## src/rtl/bram_s8_to_s2_reader.sv

```systemverilog
// Read engine for the 8-bit side of the 2/8-bit block RAM: fetches LEN bytes from
// BASE_ADDR and serializes each into four 2-bit symbols, LSB pair first.
module bram_s8_to_s2_reader (
  input  logic       clk,
  input  logic       rst_n,
  input  logic       start_i,
  input  logic [8:0] base_addr_i,
  input  logic [9:0] len_i,
  output logic       busy_o,
  output logic       ram_en_o,
  output logic       ram_we_o,
  output logic       ram_rst_o,
  output logic [8:0] ram_addr_o,
  input  logic [7:0] ram_do_i,
  output logic [1:0] dout_o,
  output logic       dout_valid_o,
  input  logic       dout_ready_i,
  output logic       dout_last_o
);

  logic        busy_q, busy_d;
  logic [9:0]  fetch_left_q, fetch_left_d;
  logic [8:0]  next_addr_q, next_addr_d;
  logic        ram_en_q, ram_en_d;
  logic [8:0]  ram_addr_q, ram_addr_d;
  logic        rd_valid_q, rd_valid_d;
  logic        pf_valid_q, pf_valid_d;
  logic [7:0]  pf_data_q, pf_data_d;
  logic        sh_valid_q, sh_valid_d;
  logic [7:0]  sh_data_q, sh_data_d;
  logic [1:0]  sh_idx_q, sh_idx_d;
  logic [11:0] sym_left_q, sym_left_d;

  logic xfer, sh_load, accept, issue, last_xfer;

  assign xfer      = sh_valid_q & dout_ready_i;
  assign sh_load   = ~sh_valid_q | (xfer & (sh_idx_q == 2'd3));
  assign accept    = start_i & ~busy_q & (len_i != 10'd0);
  // rd_valid_q marks the cycle RAM_DO carries the byte requested one cycle earlier.
  assign issue     = busy_q & (fetch_left_q != 10'd0) & ~ram_en_q & ~rd_valid_q &
                     (~pf_valid_q | sh_load);
  assign last_xfer = xfer & (sym_left_q == 12'd1);

  always_comb begin
    busy_d       = busy_q;
    fetch_left_d = fetch_left_q;
    next_addr_d  = next_addr_q;
    ram_en_d     = 1'b0;
    ram_addr_d   = ram_addr_q;
    rd_valid_d   = ram_en_q;
    pf_valid_d   = pf_valid_q;
    pf_data_d    = pf_data_q;
    sh_valid_d   = sh_valid_q;
    sh_data_d    = sh_data_q;
    sh_idx_d     = sh_idx_q;
    sym_left_d   = sym_left_q;

    if (accept) begin
      busy_d       = 1'b1;
      ram_en_d     = 1'b1;
      ram_addr_d   = base_addr_i;
      next_addr_d  = base_addr_i + 9'd1;
      fetch_left_d = len_i - 10'd1;
      sym_left_d   = {len_i, 2'b00};
    end else if (issue) begin
      ram_en_d     = 1'b1;
      ram_addr_d   = next_addr_q;
      next_addr_d  = next_addr_q + 9'd1;
      fetch_left_d = fetch_left_q - 10'd1;
    end

    if (xfer) begin
      sym_left_d = sym_left_q - 12'd1;
      sh_data_d  = {2'b00, sh_data_q[7:2]};
      sh_idx_d   = sh_idx_q + 2'd1;
    end
    if (last_xfer) begin
      busy_d = 1'b0;
    end

    // Shift register refills from prefetch first so byte order is preserved.
    if (sh_load) begin
      sh_idx_d = 2'd0;
      if (pf_valid_q) begin
        sh_valid_d = 1'b1;
        sh_data_d  = pf_data_q;
        pf_valid_d = rd_valid_q;
        if (rd_valid_q) begin
          pf_data_d = ram_do_i;
        end
      end else if (rd_valid_q) begin
        sh_valid_d = 1'b1;
        sh_data_d  = ram_do_i;
      end else begin
        sh_valid_d = 1'b0;
        sh_data_d  = 8'd0;
      end
    end else if (rd_valid_q) begin
      pf_valid_d = 1'b1;
      pf_data_d  = ram_do_i;
    end
  end

  always_ff @(posedge clk or negedge rst_n) begin
    if (!rst_n) begin
      busy_q       <= 1'b0;
      fetch_left_q <= 10'd0;
      next_addr_q  <= 9'd0;
      ram_en_q     <= 1'b0;
      ram_addr_q   <= 9'd0;
      rd_valid_q   <= 1'b0;
      pf_valid_q   <= 1'b0;
      pf_data_q    <= 8'd0;
      sh_valid_q   <= 1'b0;
      sh_data_q    <= 8'd0;
      sh_idx_q     <= 2'd0;
      sym_left_q   <= 12'd0;
    end else begin
      busy_q       <= busy_d;
      fetch_left_q <= fetch_left_d;
      next_addr_q  <= next_addr_d;
      ram_en_q     <= ram_en_d;
      ram_addr_q   <= ram_addr_d;
      rd_valid_q   <= rd_valid_d;
      pf_valid_q   <= pf_valid_d;
      pf_data_q    <= pf_data_d;
      sh_valid_q   <= sh_valid_d;
      sh_data_q    <= sh_data_d;
      sh_idx_q     <= sh_idx_d;
      sym_left_q   <= sym_left_d;
    end
  end

  assign busy_o       = busy_q;
  assign ram_en_o     = ram_en_q;
  assign ram_we_o     = 1'b0;
  assign ram_rst_o    = 1'b0;
  assign ram_addr_o   = ram_addr_q;
  assign dout_o       = sh_data_q[1:0];
  assign dout_valid_o = sh_valid_q;
  assign dout_last_o  = sh_valid_q & (sym_left_q == 12'd1);

endmodule
```

## config.mk

```make
export PLATFORM = sky130hd
export DESIGN_NAME = bram_s8_to_s2_reader
export DESIGN_NICKNAME = d
export VERILOG_FILES = /design/src/rtl/bram_s8_to_s2_reader.sv
export SDC_FILE = /design/constraint.sdc
export NUM_CORES = 1
export LEC_CHECK = 0
export ABC_AREA = 1
export BUFFER_PORTS_ARGS = -buffer_cell sky130_fd_sc_hd__buf_2
export CAP_MARGIN = 40
export CELL_PAD_IN_SITES_DETAIL_PLACEMENT = 1
export CELL_PAD_IN_SITES_GLOBAL_PLACEMENT = 1
export CORE_ASPECT_RATIO = 1.1
export CORE_MARGIN = 8
export CORE_UTILIZATION = 38
export CTS_CLUSTER_DIAMETER = 80
export DETAILED_ROUTE_END_ITERATION = 8
export PLACE_DENSITY_LB_ADDON = 0.05
export SLEW_MARGIN = 20
export SYNTH_ARGS = -nofsm -noshare
export SYNTH_HDL_FRONTEND = slang
export SYNTH_SLANG_ARGS = --single-unit
```

## constraint.sdc

```tcl
create_clock -name clk -period 1.8 [get_ports clk]
set_input_delay 0.54 -clock clk [delete_from_list [all_inputs] [get_ports clk]]
set_output_delay 0.54 -clock clk [all_outputs]
set_load 0.05 [all_outputs]
```

==> results.json <==
{
  "dpl_cell_area_um2": 4610,
  "multi_input_area_um2": 2180,
  "wl_per_cell_um": 18.0,
  "antenna_left": 0,
  "first_global_vias": 4298,
  "tightest_slew_ns": 0.507,
  "final_nets": 658,
  "vdd.ir_drop.worst_mv": 0.946,
  "maxCapViolations": 0,
  "worstPathMaxFanout": 3,
  "hp-class": "input port to asynchronous set/reset pin",
  "worst-path-stages": 7,
  "crit_path_start_kind": "flip-flop",
  "yosysWarnings": 0,
  "r2r-start": "busy_o",
  "drive_above_1_share_pct": 46.9,
  "cts_inserted_buffers": 9,
  "grt-ovfl-total": 0,
  "yosysTopAreaCell": "dfrtp_1",
  "status": "complete, but fails checks",
  "initial_core_util_pct": 38.6,
  "violations": "setup timing",
  "fin_area_um2": 5630,
  "cp-end-kind": "output pin",
  "async_flop_share_pct": 100,
  "synth_edf_count": 0,
  "grt_most_used_layer": "met2",
  "clk_latency_ns": 0.36,
  "fp.dieW_um": 108,
  "fin_crit_sh_pct": 119,
  "avgSynthCellArea_um2": 7.59,
  "dr.pass1.iters": 4,
  "antenna_found_initial": 0,
  "grt_max_degree": 40,
  "synth_ff_type": "dfrtp_1",
  "met3_usage_pct": 3.01,
  "setup_viol": 29,
  "rows": 37,
  "nFillCells": 1134,
  "core-area_um2": 9260,
  "gr-usage-all-layers_pct": 20.0,
  "boundaryPins": 48,
  "total_power_uw": 9760,
  "clk_path_buf_depth": 2,
  "grtUsageMet2_pct": 35.2,
  "hold_viol": 0,
  "p_leak_uw": 0.00279,
  "synth_cell_types": 38,
  "yosysTopAreaCellShare_pct": 44.1,
  "via_per_inst": 5.14,
  "critPathBufInv": 3,
  "design.die.area_um2": 12800,
  "power_density_nw_per_um2": 1730,
  "regToRegEndpoint": "fetch_left_q[8]",
  "final_max_slew_viol_count": 0,
  "rr_worst_depth": 16,
  "r2r_setup_slack_ns": -0.24,
  "max_clock_freq_ghz": 0.467,
  "finalWorstSetupSlack_ns": -0.340,
  "hold_ws_ns": 0.0630,
  "cts_max_level": 3,
  "rsz0062_at_grt": "true",
  "critical_path_arrival_ns": 1.60,
  "grt_pass1_wl_um": 20300,
  "cts-root-buf": "clkbuf_8",
  "worstPathCellList": "nor2_2 > inv_2 > nor4_2 > buf_4 > nand3_4 > nor2_4 > buf_6",
  "setup_tns_ns": -3.46,
  "gp_congestion": 0.883,
  "seqCellArea_um2": 1580,
  "yosysSeqAreaShare_pct": 44.1,
  "worstSetupPathType": "flip-flop to output pin",
  "grt_use_met1_pct": 23.0,
  "slowest_delay_ns": 0.39,
  "place_hpwl_um": 8600,
  "relSlewSlack_pct": 66.1,
  "yosys-top-cells-count": "nand2_1 (132), dfrtp_1 (63), inv_1 (57)",
  "drt_iter0_drc": 125,
  "antennaDiodeCount": 0,
  "crit_family": "simple AND/OR/NAND/NOR gates",
  "drc": 0,
  "required_ns": 1.26,
  "clkTransAtPathRegs_ns": 0.08,
  "syn2layout_area_growth_pct": 57.6,
  "clock_sinks": 63,
  "synth.most_common_cell": "nand2_1",
  "wl_um": 13400,
  "critPathSlowestCell": "dfrtp_1",
  "cts_tree": "built",
  "die_h_um": 118,
  "startpoint": "sym_left_q[4]",
  "ys_ff_latch": 63,
  "yosys-top-cells-area": "dfrtp_1 (44%), nand2_1 (14%), nand3_1 (6.0%), o21ai_0 (6.0%), inv_1 (6.0%)",
  "fin_cells": 744,
  "final.min_clock_period_ns": 2.14,
  "place_inst": 704,
  "clock_skew_ns": 0.0106,
  "synthCells": 471,
  "io_buffers": 45,
  "vias": 3821,
  "syn_area_um2": 3570
}
[cell usage in the layout (no fill, tap or decap), types with 16 or more instances in the layout]
cell type  count
nand2_2       29
nand3_1       32
buf_4         90
nand2_1       93
nand2_4       16
buf_2         41
dfrtp_1       62
inv_1         47
nor2_1        17
o21ai_0       32
[area by class of cell]
type,count,area share [%]
Timing Repair Buffer,156,22.4
Multi-Input combinational cell,330,38.7
Clock inverter,7,1.73
Inverter,62,4.40
Sequential cell,63,28.0
Tap cell,117,2.60
Clock buffer,9,2.20
[worst register-to-register path, delay by kind of cell, from the launching register on]
family | cells | cell delay (ns)
AND/OR/NAND/NOR | 8 | 0.63
buffers and inverters | 6 | 0.53
flip-flops | 1 | 0.42
AO/OA/AOI/OAI | 1 | 0.20
adder cells (fa/ha/maj) | 1 | 0.15
[cell families after synthesis]
logic type | Yosys count | synth area share, %
simple gates | 232 | 28.5
compound gates | 83 | 14.1
buf+inv | 79 | 9.42
flops | 63 | 44.1
xor+xnor | 7 | 1.72
fa+ha+maj | 5 | 1.75
other cells | 1 | 0.105
mux | 1 | 0.315
[per-stage QoR]
| stage | utilization [%] | setup slack [ns] |
|---|---|---|
| global placement | 49.8 | -0.420 |
| global route | 60.8 | -0.442 |
| floorplan | - | -0.130 |
| detailed placement | 49.8 | -0.542 |
| finish | 60.8 | -0.340 |
| CTS | 56.8 | -0.374 |
[layer usage]
layer / wire [µm] / vias to the layer above
li1: - / 1836
met5: 0 / -
met1: 5560 / 1894
met4: 306 / 0
met2: 7100 / 68
met3: 415 / 23
[power breakdown]
part,internal [µW],switching [µW]
Sequential,2010,454
Clock,781,627
Combinational,2510,3380
Total,5300,4460
[flip-flops by register name (all words and copies together) (netlist names)]
register,cells
sym_left_q,12
fetch_left_q,10
next_addr_q,9
ram_addr_o,9
pf_data_q,8
sh_data_q,8
sh_idx_q,2
busy_o,1
dout_valid_o,1
pf_valid_q,1
ram_en_o,1
rd_valid_q,1
[worst max-delay path by stage]
stage,to
floorplan,next_addr_q[8]
global placement,next_addr_q[8]
detailed placement,next_addr_q[7]
CTS,dout_last_o
global route,dout_last_o
finish,dout_last_o
[what timing repair did]
item | 4_1_cts | 5_1_grt
setup endpoints to repair | 13 | 38
resized for setup | 71 | 89
hold buffers | 0 | 0
pin swaps | 30 | 37
cloned | 1 | 1
hold endpoints to repair | 0 | 0
buffers inserted | 16 | 9
Power figures use the tool's default switching activity.
